File: config.mk
export PLATFORM = sky130hd
export DESIGN_NAME = id_ex_stage
export DESIGN_NICKNAME = d
export VERILOG_FILES = /design/src/rtl/id_ex_stage.sv
export SDC_FILE = /design/constraint.sdc
export NUM_CORES = 1
export LEC_CHECK = 0
export ABC_CLOCK_PERIOD_IN_PS = 2270
export BUFFER_PORTS_ARGS = -buffer_cell sky130_fd_sc_hd__clkbuf_2
export CAP_MARGIN = 15
export CORE_AREA = 3 3 160 162
export CTS_CLUSTER_SIZE = 8
export DETAILED_ROUTE_END_ITERATION = 8
export DIE_AREA = 0 0 163 165
export GPL_TIMING_DRIVEN = 0
export SLEW_MARGIN = 20
export SYNTH_ARGS = -nofsm -noshare
export SYNTH_HDL_FRONTEND = slang
export SYNTH_SLANG_ARGS = --single-unit
File: constraint.sdc
create_clock -name clk -period 2.27 [get_ports clk]
set_input_delay 0.1135 -clock clk [delete_from_list [all_inputs] [get_ports clk]]
set_output_delay 0.1135 -clock clk [all_outputs]
set_load 0.03 [all_outputs]
File: src/rtl/id_ex_stage.sv
// ID/EX pipeline register: resolves forwarded operands, inserts load-use
// bubbles, and honours hold/flush with a saturating bubble counter.
module id_ex_stage #(
  parameter int CTRL_W = 16,
  parameter int CNT_W  = 16
) (
  input  logic              clk,
  input  logic              rst_n,
  input  logic              id_valid,
  input  logic [31:0]       id_instr,
  input  logic [31:0]       id_pc,
  input  logic [CTRL_W-1:0] id_ctrl,
  input  logic [31:0]       id_rs_data,
  input  logic [31:0]       id_rt_data,
  input  logic [1:0]        id_a_sel,
  input  logic [1:0]        id_b_sel,
  input  logic [31:0]       ex_fwd_data,
  input  logic [31:0]       mem_fwd_data,
  input  logic [31:0]       wr_fwd_data,
  input  logic              ex_is_load,
  input  logic              hold,
  input  logic              flush,
  output logic              ex_valid,
  output logic [31:0]       ex_instr,
  output logic [31:0]       ex_pc,
  output logic [CTRL_W-1:0] ex_ctrl,
  output logic [31:0]       ex_a,
  output logic [31:0]       ex_b,
  output logic              stall_id,
  output logic [CNT_W-1:0]  lu_stall_cnt
);

  logic [4:0]  rs;
  logic [4:0]  rt;
  logic [31:0] op_a;
  logic [31:0] op_b;
  logic        lu;

  assign rs = id_instr[25:21];
  assign rt = id_instr[20:16];

  // Forwarding selects are not qualified for $0, so force zero here.
  always_comb begin
    op_a = id_rs_data;
    case (id_a_sel)
      2'b00:   op_a = id_rs_data;
      2'b01:   op_a = ex_fwd_data;
      2'b10:   op_a = mem_fwd_data;
      default: op_a = wr_fwd_data;
    endcase
    if (rs == 5'd0) op_a = '0;
  end

  always_comb begin
    op_b = id_rt_data;
    case (id_b_sel)
      2'b00:   op_b = id_rt_data;
      2'b01:   op_b = ex_fwd_data;
      2'b10:   op_b = mem_fwd_data;
      default: op_b = wr_fwd_data;
    endcase
    if (rt == 5'd0) op_b = '0;
  end

  assign lu = id_valid & ex_is_load &
              (((id_a_sel == 2'b01) & (rs != 5'd0)) |
               ((id_b_sel == 2'b01) & (rt != 5'd0)));

  assign stall_id = (lu | hold) & ~flush;

  always_ff @(posedge clk or negedge rst_n) begin
    if (!rst_n) begin
      ex_valid     <= 1'b0;
      ex_instr     <= '0;
      ex_pc        <= '0;
      ex_ctrl      <= '0;
      ex_a         <= '0;
      ex_b         <= '0;
      lu_stall_cnt <= '0;
    end else if (flush) begin
      ex_valid <= 1'b0;
      ex_instr <= '0;
      ex_pc    <= '0;
      ex_ctrl  <= '0;
      ex_a     <= '0;
      ex_b     <= '0;
    end else if (!hold) begin
      if (lu) begin
        ex_valid <= 1'b0;
        ex_instr <= '0;
        ex_pc    <= '0;
        ex_ctrl  <= '0;
        ex_a     <= '0;
        ex_b     <= '0;
        if (lu_stall_cnt != '1) lu_stall_cnt <= lu_stall_cnt + CNT_W'(1);
      end else begin
        ex_valid <= id_valid;
        ex_instr <= id_instr;
        ex_pc    <= id_pc;
        ex_ctrl  <= id_valid ? id_ctrl : '0;
        ex_a     <= op_a;
        ex_b     <= op_b;
      end
    end
  end

endmodule

==> results.cfg <==
[status]
outcome = finished, final reports clean

[global_route]
grtUsageTotal = 0.207
antenna_found_initial = 2
grt_max_degree = 74
overflow = 0
grt_pass1_wl_um = 42300
first_global_vias = 7303

[pwr]
clkPwrFrac = 0.372
p_comb_frac = 0.216
vdd_ir_drop_max_mv = 0.347
p_per_area_nw_per_um2 = 667
p_seq_frac = 0.412
p_switching_mw = 2.39
p_sw_frac = 0.310
internal_power_mw = 5.32
leakage_nw = 6.09

[sta]
min_period_ns = 2.15
worstMarginPinSlew_ns = 0.940
rsz0062_at_grt = no
max_freq_ghz = 0.465
timing.final.ws_setup_ns = 0.119
relSlewSlack = 0.373
period_share = 0.948
fin_tns_setup_ns = 0
clock_skew_ns = 0.0147
hold_violations = 0
slew_violations = 0
finalSetupViolations = 0

[place]
io_buffers = 407
pre_cts_ws_ns = -0.217
place_congestion = 0.883
hpwl_um = 22000

[drt]
vias = 7105
firstDrtPassIters = 4
viasPerCell = 4.85
ant_nets = 0
wire_per_inst_um = 19.6
drc = 0
drtIter0Drc = 331
wirelength_um = 28600

[setup_path]
r2r-end = lu_stall_cnt[1]
r2r_start = lu_stall_cnt[0]
crit_type = reg -> reg
ff2ff_path_depth = 6
r2r_slack_ns = 0.12
cp-start-kind = flop
cp.required_ns = 2.58
critPathCaptureType = flop
crit_fanout = 10
arrival_ns = 2.46

[cts]
cts-root-buf = clkbuf_16
clock-sinks = 161
cts-htree-levels = 4
cts_inserted_buffers = 17
clk_pin_slew_ns = 0.07
cts_tree = done
clk_path_buf_depth = 2
clk_latency_ns = 0.42

[final_layout]
register_area_sq_um = 4030
fin_nets = 1378
multiInputGateArea_sq_um = 3160
most-common-layout-cells = clkbuf_2, dfrtp_1, dlygate4sd3_1, a22o_1, nand2_1
area_growth_pct = 51.4
final_common_cell = clkbuf_2
layout-drive-gt1-share = 0.464
n_fill_cell = 2262

[yosys]
syn-mean-instance-area_sq_um = 12.4
synth_nets = 868
ys_types = 29
synth_area_sq_um = 7630
yosysSeqAreaShare = 0.528
ys_seq_elements = 161
synth_warnings = 0
synth_cells = 617

[hold_path]
hp-class = in -> async

[die]
io_pins = 412
dieHeight_um = 165
coreArea_sq_um = 24200
initial_core_util = 0.315
die_w_um = 163
placement_rows = 57
dieArea_sq_um = 26900

[flow_run]
cap_violations = 0
-- worst max-delay path: stages, from the launching register on --
cell and delay, ns:
dfrtp_2 0.42, ha_1 0.20, nand3_2 0.15, or4_4 0.60, o211ai_4 0.15, buf_6 0.20, mux2_1 0.32
-- worst max path at each step --
stage,from,to,cells after the start
4_1_cts,lu_stall_cnt[0],lu_stall_cnt[1],6
6_report,lu_stall_cnt[0],lu_stall_cnt[1],6
3_3_place_gp,rst_n,ex_pc[23],1
3_5_place_dp,hold,ex_b[16],7
2_1_floorplan,lu_stall_cnt[0],lu_stall_cnt[1],6
5_1_grt,lu_stall_cnt[0],lu_stall_cnt[1],6
-- timing repair --
item	in CTS	in global routing
hold endpoints to repair	131	0
setup buffers	0	1
hold buffers	81	0
resized for setup	0	4
endpoints found under the setup margin	0	9
-- per-layer routing --
layer	part of all wire	GRT usage	up-vias
li1	-	-	3256
met1	0.40	0.250	3491
met2	0.50	0.358	317
met3	0.080	0.0617	39
met4	0.021	0.0623	2
met5	0.00045	0	-
-- sequential cells by signal, summed over array words and instances, names as in the netlist --
signal / cells
ex_ctrl: 16
ex_instr: 32
ex_a: 32
ex_b: 32
lu_stall_cnt: 16
ex_valid: 1
ex_pc: 32
-- synth_stat cells --
library cell  count  area, sq um
a21o_1            1         7.51
a21oi_1           3         15.0
a22o_1           80          701
and2_1            1         6.26
buf_2            16         80.1
buf_4             1         7.51
buf_6             1         11.3
clkbuf_1         30          113
dfrtp_1         161         4030
ha_1              1         12.5
inv_1            67          251
mux2_1            1         11.3
mux4_2           64         1440
nand2_1          70          263
nand2b_1          1         6.26
nand3_1           4         20.0
nand4_1           5         31.3
nand4_2           1         12.5
nand4b_1          3         26.3
nor2_1           12         45.0
nor2b_1           1         6.26
nor3_1            7         35.0
nor4_1            4         25.0
o211ai_2          1         12.5
o21ai_0          64          320
or2_2             1         6.26
or4_1             1         7.51
xnor2_1           2         17.5
xor2_1           13          114
-- metrics by stage --
stage                     area (sq um)  cells  total power, mW  utilization  hold WS, ns
after floorplan                   7630    617             4.08            -       -0.182
after global placement           10100   1348             4.74        0.416        0.333
after detailed placement         10100   1350             4.77        0.418       0.0781
after CTS                        11500   1462             7.81        0.476        0.153
after global routing             11600   1464             8.08        0.477        0.172
final                            11600   1464             7.71        0.477        0.169
-- power groups by stage --
stage / Sequential, mW / Clock (mW) / Combinational, mW
5_1_grt: 3.20 / 3.09 / 1.80
6_report: 3.18 / 2.87 / 1.66
3_5_place_dp: 3.23 / 0 / 1.55
3_3_place_gp: 3.22 / 0 / 1.52
2_1_floorplan: 3.58 / 0 / 0.499
4_1_cts: 3.17 / 2.98 / 1.66
-- cells by family (layout without fill, tap and decap cells) --
kind of cell | Yosys count | count (layout) | share of synthesized area
compound gates | 149 | 149 | 0.138
xor+xnor | 15 | 15 | 0.0172
fa+ha+maj | 1 | 1 | 0.00164
buf+inv | 115 | 637 | 0.0606
flops | 161 | 161 | 0.528
mux | 65 | 65 | 0.190
other cells | 0 | 1 | 0
simple gates | 111 | 111 | 0.0642
-- final cells by class --
cell class	instances	share of cell area
Buffer	48	0.0183
Antenna cell	1	0.000216
Clock buffer	18	0.0380
Tap cell	324	0.0351
Multi-Input combinational cell	341	0.273
Clock inverter	13	0.0122
Timing Repair Buffer	491	0.252
Inverter	67	0.0218
Sequential cell	161	0.349
No activity file was read; power rests on OpenSTA's default activity.
